File: config.mk
export PLATFORM = sky130hd
export DESIGN_NAME = cla_seq_adder
export DESIGN_NICKNAME = d
export VERILOG_FILES = /design/src/rtl/cla_seq_adder.sv
export SDC_FILE = /design/constraint.sdc
export NUM_CORES = 1
export LEC_CHECK = 0
export ABC_AREA = 1
export CAP_MARGIN = 25
export CELL_PAD_IN_SITES_DETAIL_PLACEMENT = 1
export CELL_PAD_IN_SITES_GLOBAL_PLACEMENT = 2
export CORE_MARGIN = 2
export CORE_UTILIZATION = 34
export DETAILED_ROUTE_END_ITERATION = 8
export MAX_ROUTING_LAYER = met4
export PLACE_DENSITY = 0.83
export SLEW_MARGIN = 20
export SYNTH_ARGS = -nofsm -noshare
export SYNTH_HDL_FRONTEND = slang
export SYNTH_SLANG_ARGS = --single-unit
File: constraint.sdc
create_clock -name clk -period 3.9 [get_ports clk]
set_input_delay 1.17 -clock clk [delete_from_list [all_inputs] [get_ports clk]]
set_output_delay 1.17 -clock clk [all_outputs]
set_load 0.01 [all_outputs]
File: src/rtl/cla_seq_adder.sv
// cla_seq_adder: multi-cycle add/subtract, one 4-bit carry-lookahead slice per clock, LS nibble first
module cla_seq_adder #(
   parameter int WIDTH = 32
) (
   input  logic             clk,
   input  logic             reset_n,
   input  logic             start,
   input  logic             op,
   input  logic [WIDTH-1:0] a,
   input  logic [WIDTH-1:0] b,
   input  logic             ci,
   output logic             busy,
   output logic             done,
   output logic [WIDTH-1:0] s,
   output logic             co,
   output logic             ov
);
   localparam int N  = WIDTH / 4;
   localparam int CW = N > 1 ? $clog2(N) : 1;
   typedef enum logic [1:0] {IDLE, EXEC, DONE} state_t;
   state_t state, state_nx;
   logic [WIDTH-1:0] a_r, b_r, acc, acc_nx;
   logic [CW-1:0] cnt;
   logic cry, accept, last;
   logic [3:0] an, bn, g, p, sum;
   logic [4:0] c;
   assign accept = start && state != EXEC;
   assign last   = cnt == CW'(N - 1);
   assign busy   = state == EXEC;
   assign done   = state == DONE;
   assign an     = 4'(a_r >> {cnt, 2'b00});
   assign bn     = 4'(b_r >> {cnt, 2'b00});
   assign g      = an & bn;
   assign p      = an ^ bn;
   // lookahead carries: every slice carry is a flat function of g, p and the carry register
   assign c[0] = cry;
   assign c[1] = g[0] | (p[0] & c[0]);
   assign c[2] = g[1] | (p[1] & g[0]) | (p[1] & p[0] & c[0]);
   assign c[3] = g[2] | (p[2] & g[1]) | (p[2] & p[1] & g[0]) | (p[2] & p[1] & p[0] & c[0]);
   assign c[4] = g[3] | (p[3] & g[2]) | (p[3] & p[2] & g[1]) | (p[3] & p[2] & p[1] & g[0]) | (&p & c[0]);
   assign sum  = p ^ c[3:0];
   assign acc_nx = (acc & ~(WIDTH'(4'hF) << {cnt, 2'b00})) | (WIDTH'(sum) << {cnt, 2'b00});
   always_ff @(posedge clk or negedge reset_n)
      if (!reset_n) state <= IDLE;
      else state <= state_nx;
   always_comb begin
      state_nx = state;
      state_nx = state == EXEC ? (last ? DONE : EXEC) : (start ? EXEC : IDLE);
   end
   always_ff @(posedge clk or negedge reset_n)
      if (!reset_n) begin
         a_r <= '0;
         b_r <= '0;
         acc <= '0;
         cnt <= '0;
         cry <= 1'b0;
         s   <= '0;
         co  <= 1'b0;
         ov  <= 1'b0;
      end else if (accept) begin
         a_r <= a;
         b_r <= op ? ~b : b;
         cry <= op | ci;
         cnt <= '0;
      end else if (busy) begin
         acc <= acc_nx;
         cry <= c[4];
         cnt <= cnt + 1'b1;
         if (last) begin
            s  <= acc_nx;
            co <= c[4];
            ov <= (a_r[WIDTH-1] == b_r[WIDTH-1]) && (acc_nx[WIDTH-1] != a_r[WIDTH-1]);
         end
      end
endmodule

==> impl_results.md <==
* Die H at 142.2 um
* Pwr/cell area at between 900 and 1000 mW/mm^2
* Routability cong. at approximately 0.83
* Switching Share at 42.86%
* Most crowded layer after global routing: met2
* Filler cell count at 2,268
* Initial Util at approximately a third
* Pre-antenna DRT Iters at 6
* Cell internal pwr at between 4 and 5 mW
* Critical Path Start Type: flip-flop
* Iter 0 DRT Violations at ~200
* Clock share of power at a little over a fifth
* Sw power at 3.405 mW
* Met3 usage at under 10%
* Combinational power share at 48.1%
* Tcrit/Tclk final at between 70 and 80%
* Hold_buf cts at 0
* Die Width at approximately 140 um
* Hold worst-path end: s[11]$_DFFE_PN0P_
* WHS Path Cells at 2
* Non-Filler Instances at ~1,100
* Max Cap Violations at 0
* Post-CTS Setup Bufs at 0
* Measured slew at the worst slew-check pin at roughly 0.92 ns
* Maximum VDD drop at about 0.63 mV
* Leakage power at between 3 and 4 nW
* Netlist cell types at 29
* Largest cells by area after synthesis: dfrtp_1, nand2_1, o21ai_0
* Synth warnings at 0
* Mapped cell area at about 0.0065 sq mm
* Outcome: finished clean
* Hpwl dp at roughly 13,000 um
* Crit. End Element: flip-flop
* P&R area growth vs syn at 27.66%
* Final max-slew violation count at 0
* Worst hold path class: reg -> reg
* R2R Setup Slk at between 0.8 and 0.9 ns
* Root Buffer: clkbuf_16
* Slew margin rel. at around two fifths
* CTS tree: done
* Capturing point of the worst reg2reg path: acc[25]$_DFFE_PN0P_
* Clock transition at path regs at around 0.060 ns
* Drt total wl at 18,640 um
* WL per Instance at around 16 um
* Gate Count Post-Synth at 809
* Flop pwr share at between 20% and 30%
* I/O Buffers at 104
* First-pass GRT wire length at between 30,000 and 40,000 um
* Tmin final at 3.031 ns
* Post-synth top area share at 51.24%
* Clock Sink Count at about 130
* CTS H-tree lvls at 4
* Clock skew at about 0.0077 ns
* Crit Path Class: reg -> reg
* Initial antenna violation count at 0
* Grt ovf at 0
* CP required at approximately 4.3 ns
* Hold Path Origin: s[11]$_DFFE_PN0P_
* Reg2reg path depth at 12
* Largest net degree at the start of global routing at 96
* Worst path arrival time at roughly 3.4 ns
* Final Hold Fails at 0
* Synth Register Bits at around 130
* Vias per cell at just under 5
* CP Max Fanout at 39
* Post-synth net total at just under 900
* Worst setup path startpoint: cnt[0]$_DFFE_PN0P_
* R2r startpoint: cnt[0]$_DFFE_PN0P_
* GRT Util Overall at approximately a fifth
* Cts bufs inserted at 17
* RSZ-0062 raised after global routing: no
* Final setup TNS at 0 ns
* DIE AREA at 0.02023 sq mm
* Share of cells above drive strength 1 at 6.167%
* Seq/Total Area, Yosys at about half
* Final nets at 975
* Clock latency on the worst-skew pair at about 0.43 ns
* Num rows at 50
* Placed Cells at 1,110
* # DRC at 0
* Antenna viol nets, final at 0
* Core Box Area at roughly 0.019 sq mm
* Met2 usage in global routing at approximately 36%
* Final setup viols at 0
* Vias in the first global route at slightly above 6,000
* Post_cts resized at 0
* Grt met1 use at around a quarter
* Clock buffer depth at 2
* Fmax achieved at 329.9 MHz
* Ant. Diodes at 0
* Post-Syn Area per Cell at between 8 and 9 sq um
* Synth area leader: dfrtp_1
* Vias at ~5,600
* I/O Pins at 105
-- cells in the mapped netlist --
cell type,instances
nor2_4,1
nand3_1,13
clkinv_1,3
o221ai_1,1
a21oi_1,1
o21ai_0,85
xor2_1,1
or2_0,1
or2_2,1
xnor2_1,33
inv_1,36
nand2_2,4
nand2_1,322
o21ai_1,5
nand4_1,4
a31oi_1,12
o22ai_1,24
dfrtp_1,133
fa_1,1
nor2_2,3
o211ai_1,1
buf_4,7
ha_1,10
clkbuf_8,1
buf_2,22
clkbuf_1,16
inv_2,2
buf_6,3
nor2_1,63
-- power groups by stage --
stage | Clock [mW] | Sequential [mW] | Combinational, mW
6_report | 1.75 | 2.37 | 3.82
5_1_grt | 1.84 | 2.45 | 4.41
3_3_place_gp | 0 | 2.38 | 3.72
3_5_place_dp | 0 | 2.40 | 3.87
2_1_floorplan | 0 | 2.34 | 2.61
4_1_cts | 1.78 | 2.39 | 3.91
-- routing by layer --
layer | vias to the layer above | share of wire (%)
met5 | - | 0
met4 | 0 | 1.5
met3 | 23 | 3.1
met2 | 99 | 53
met1 | 2718 | 43
li1 | 2737 | -
-- cell usage in the layout (no fill, tap or decap), types with 3 or more instances in the layout --
master	Yosys	final
clkinv_2	0	4
bufinv_16	0	4
nand4_1	4	4
clkinv_1	3	3
o21ai_1	5	5
o21ai_0	85	85
nand2_1	322	321
o22ai_1	24	24
nor2_1	63	63
nand2_2	4	5
clkdlybuf4s50_1	0	102
nor2_2	3	3
a31oi_1	12	12
nand3_1	13	13
ha_1	10	10
clkbuf_8	1	4
clkbuf_16	0	17
inv_1	36	36
buf_4	7	12
xnor2_1	33	33
dfrtp_1	133	133
-- worst max-delay path: stages, from the launching register on --
cell     delay, ns
dfrtp_1       0.39
inv_2         0.45
o21ai_0       0.19
o22ai_1       0.14
inv_1         0.06
o21ai_1       0.21
inv_1         0.09
fa_1          0.38
xnor2_1       0.44
nand3_1       0.21
o22ai_1       0.20
nand2_1       0.08
o21ai_1       0.10
-- sequential cells by signal, indices dropped and copies added, names as in the netlist --
signal / count
a_r: 32
b_r: 32
s: 32
acc: 29
cnt: 3
state: 2
co: 1
cry: 1
ov: 1
-- how the worst max path moves through the flow --
stage	slack (ns)	endpoint	cells past startpoint
after global routing	0.57	acc[1]$_DFFE_PN0P_	12
after global placement	1.03	acc[1]$_DFFE_PN0P_	12
after detailed placement	0.85	acc[25]$_DFFE_PN0P_	12
after floorplan	1.54	ov$_DFFE_PN0P_	18
after CTS	0.84	acc[25]$_DFFE_PN0P_	12
final	0.87	acc[25]$_DFFE_PN0P_	12
-- cell type report --
class	instances	area (sq um)	share of cell area, %
repair buffers	116	1136	13.70
inverters	41	153.9	1.856
multi-input cells	586	2745	33.11
clock inverters	9	147.6	1.781
flip-flops and latches	133	3328	40.14
well taps	234	292.8	3.531
clock buffers	23	488.0	5.885
-- per-stage QoR --
stage	hold WS (ns)	setup slack [ns]	total power [mW]	area, sq um	utilization (%)
2_1_floorplan	0.4436	1.539	4.943	6495	-
3_3_place_gp	0.4583	1.032	6.102	7656	40.93
3_5_place_dp	0.4670	0.8480	6.268	7656	40.93
4_1_cts	0.4829	0.8429	8.071	8292	44.33
5_1_grt	0.4962	0.5712	8.703	8292	44.33
6_report	0.4765	0.8689	7.944	8292	44.33
-- cell families (layout without fill, tap and decap cells) --
family | Yosys count | count (layout) | share of synthesized area (%)
buf+inv | 90 | 189 | 6.531
fa+ha+maj | 11 | 11 | 2.235
xor+xnor | 34 | 34 | 4.585
flops | 133 | 133 | 51.24
simple gates | 412 | 412 | 24.68
compound gates | 129 | 129 | 10.73
Power figures use the tool's default switching activity.
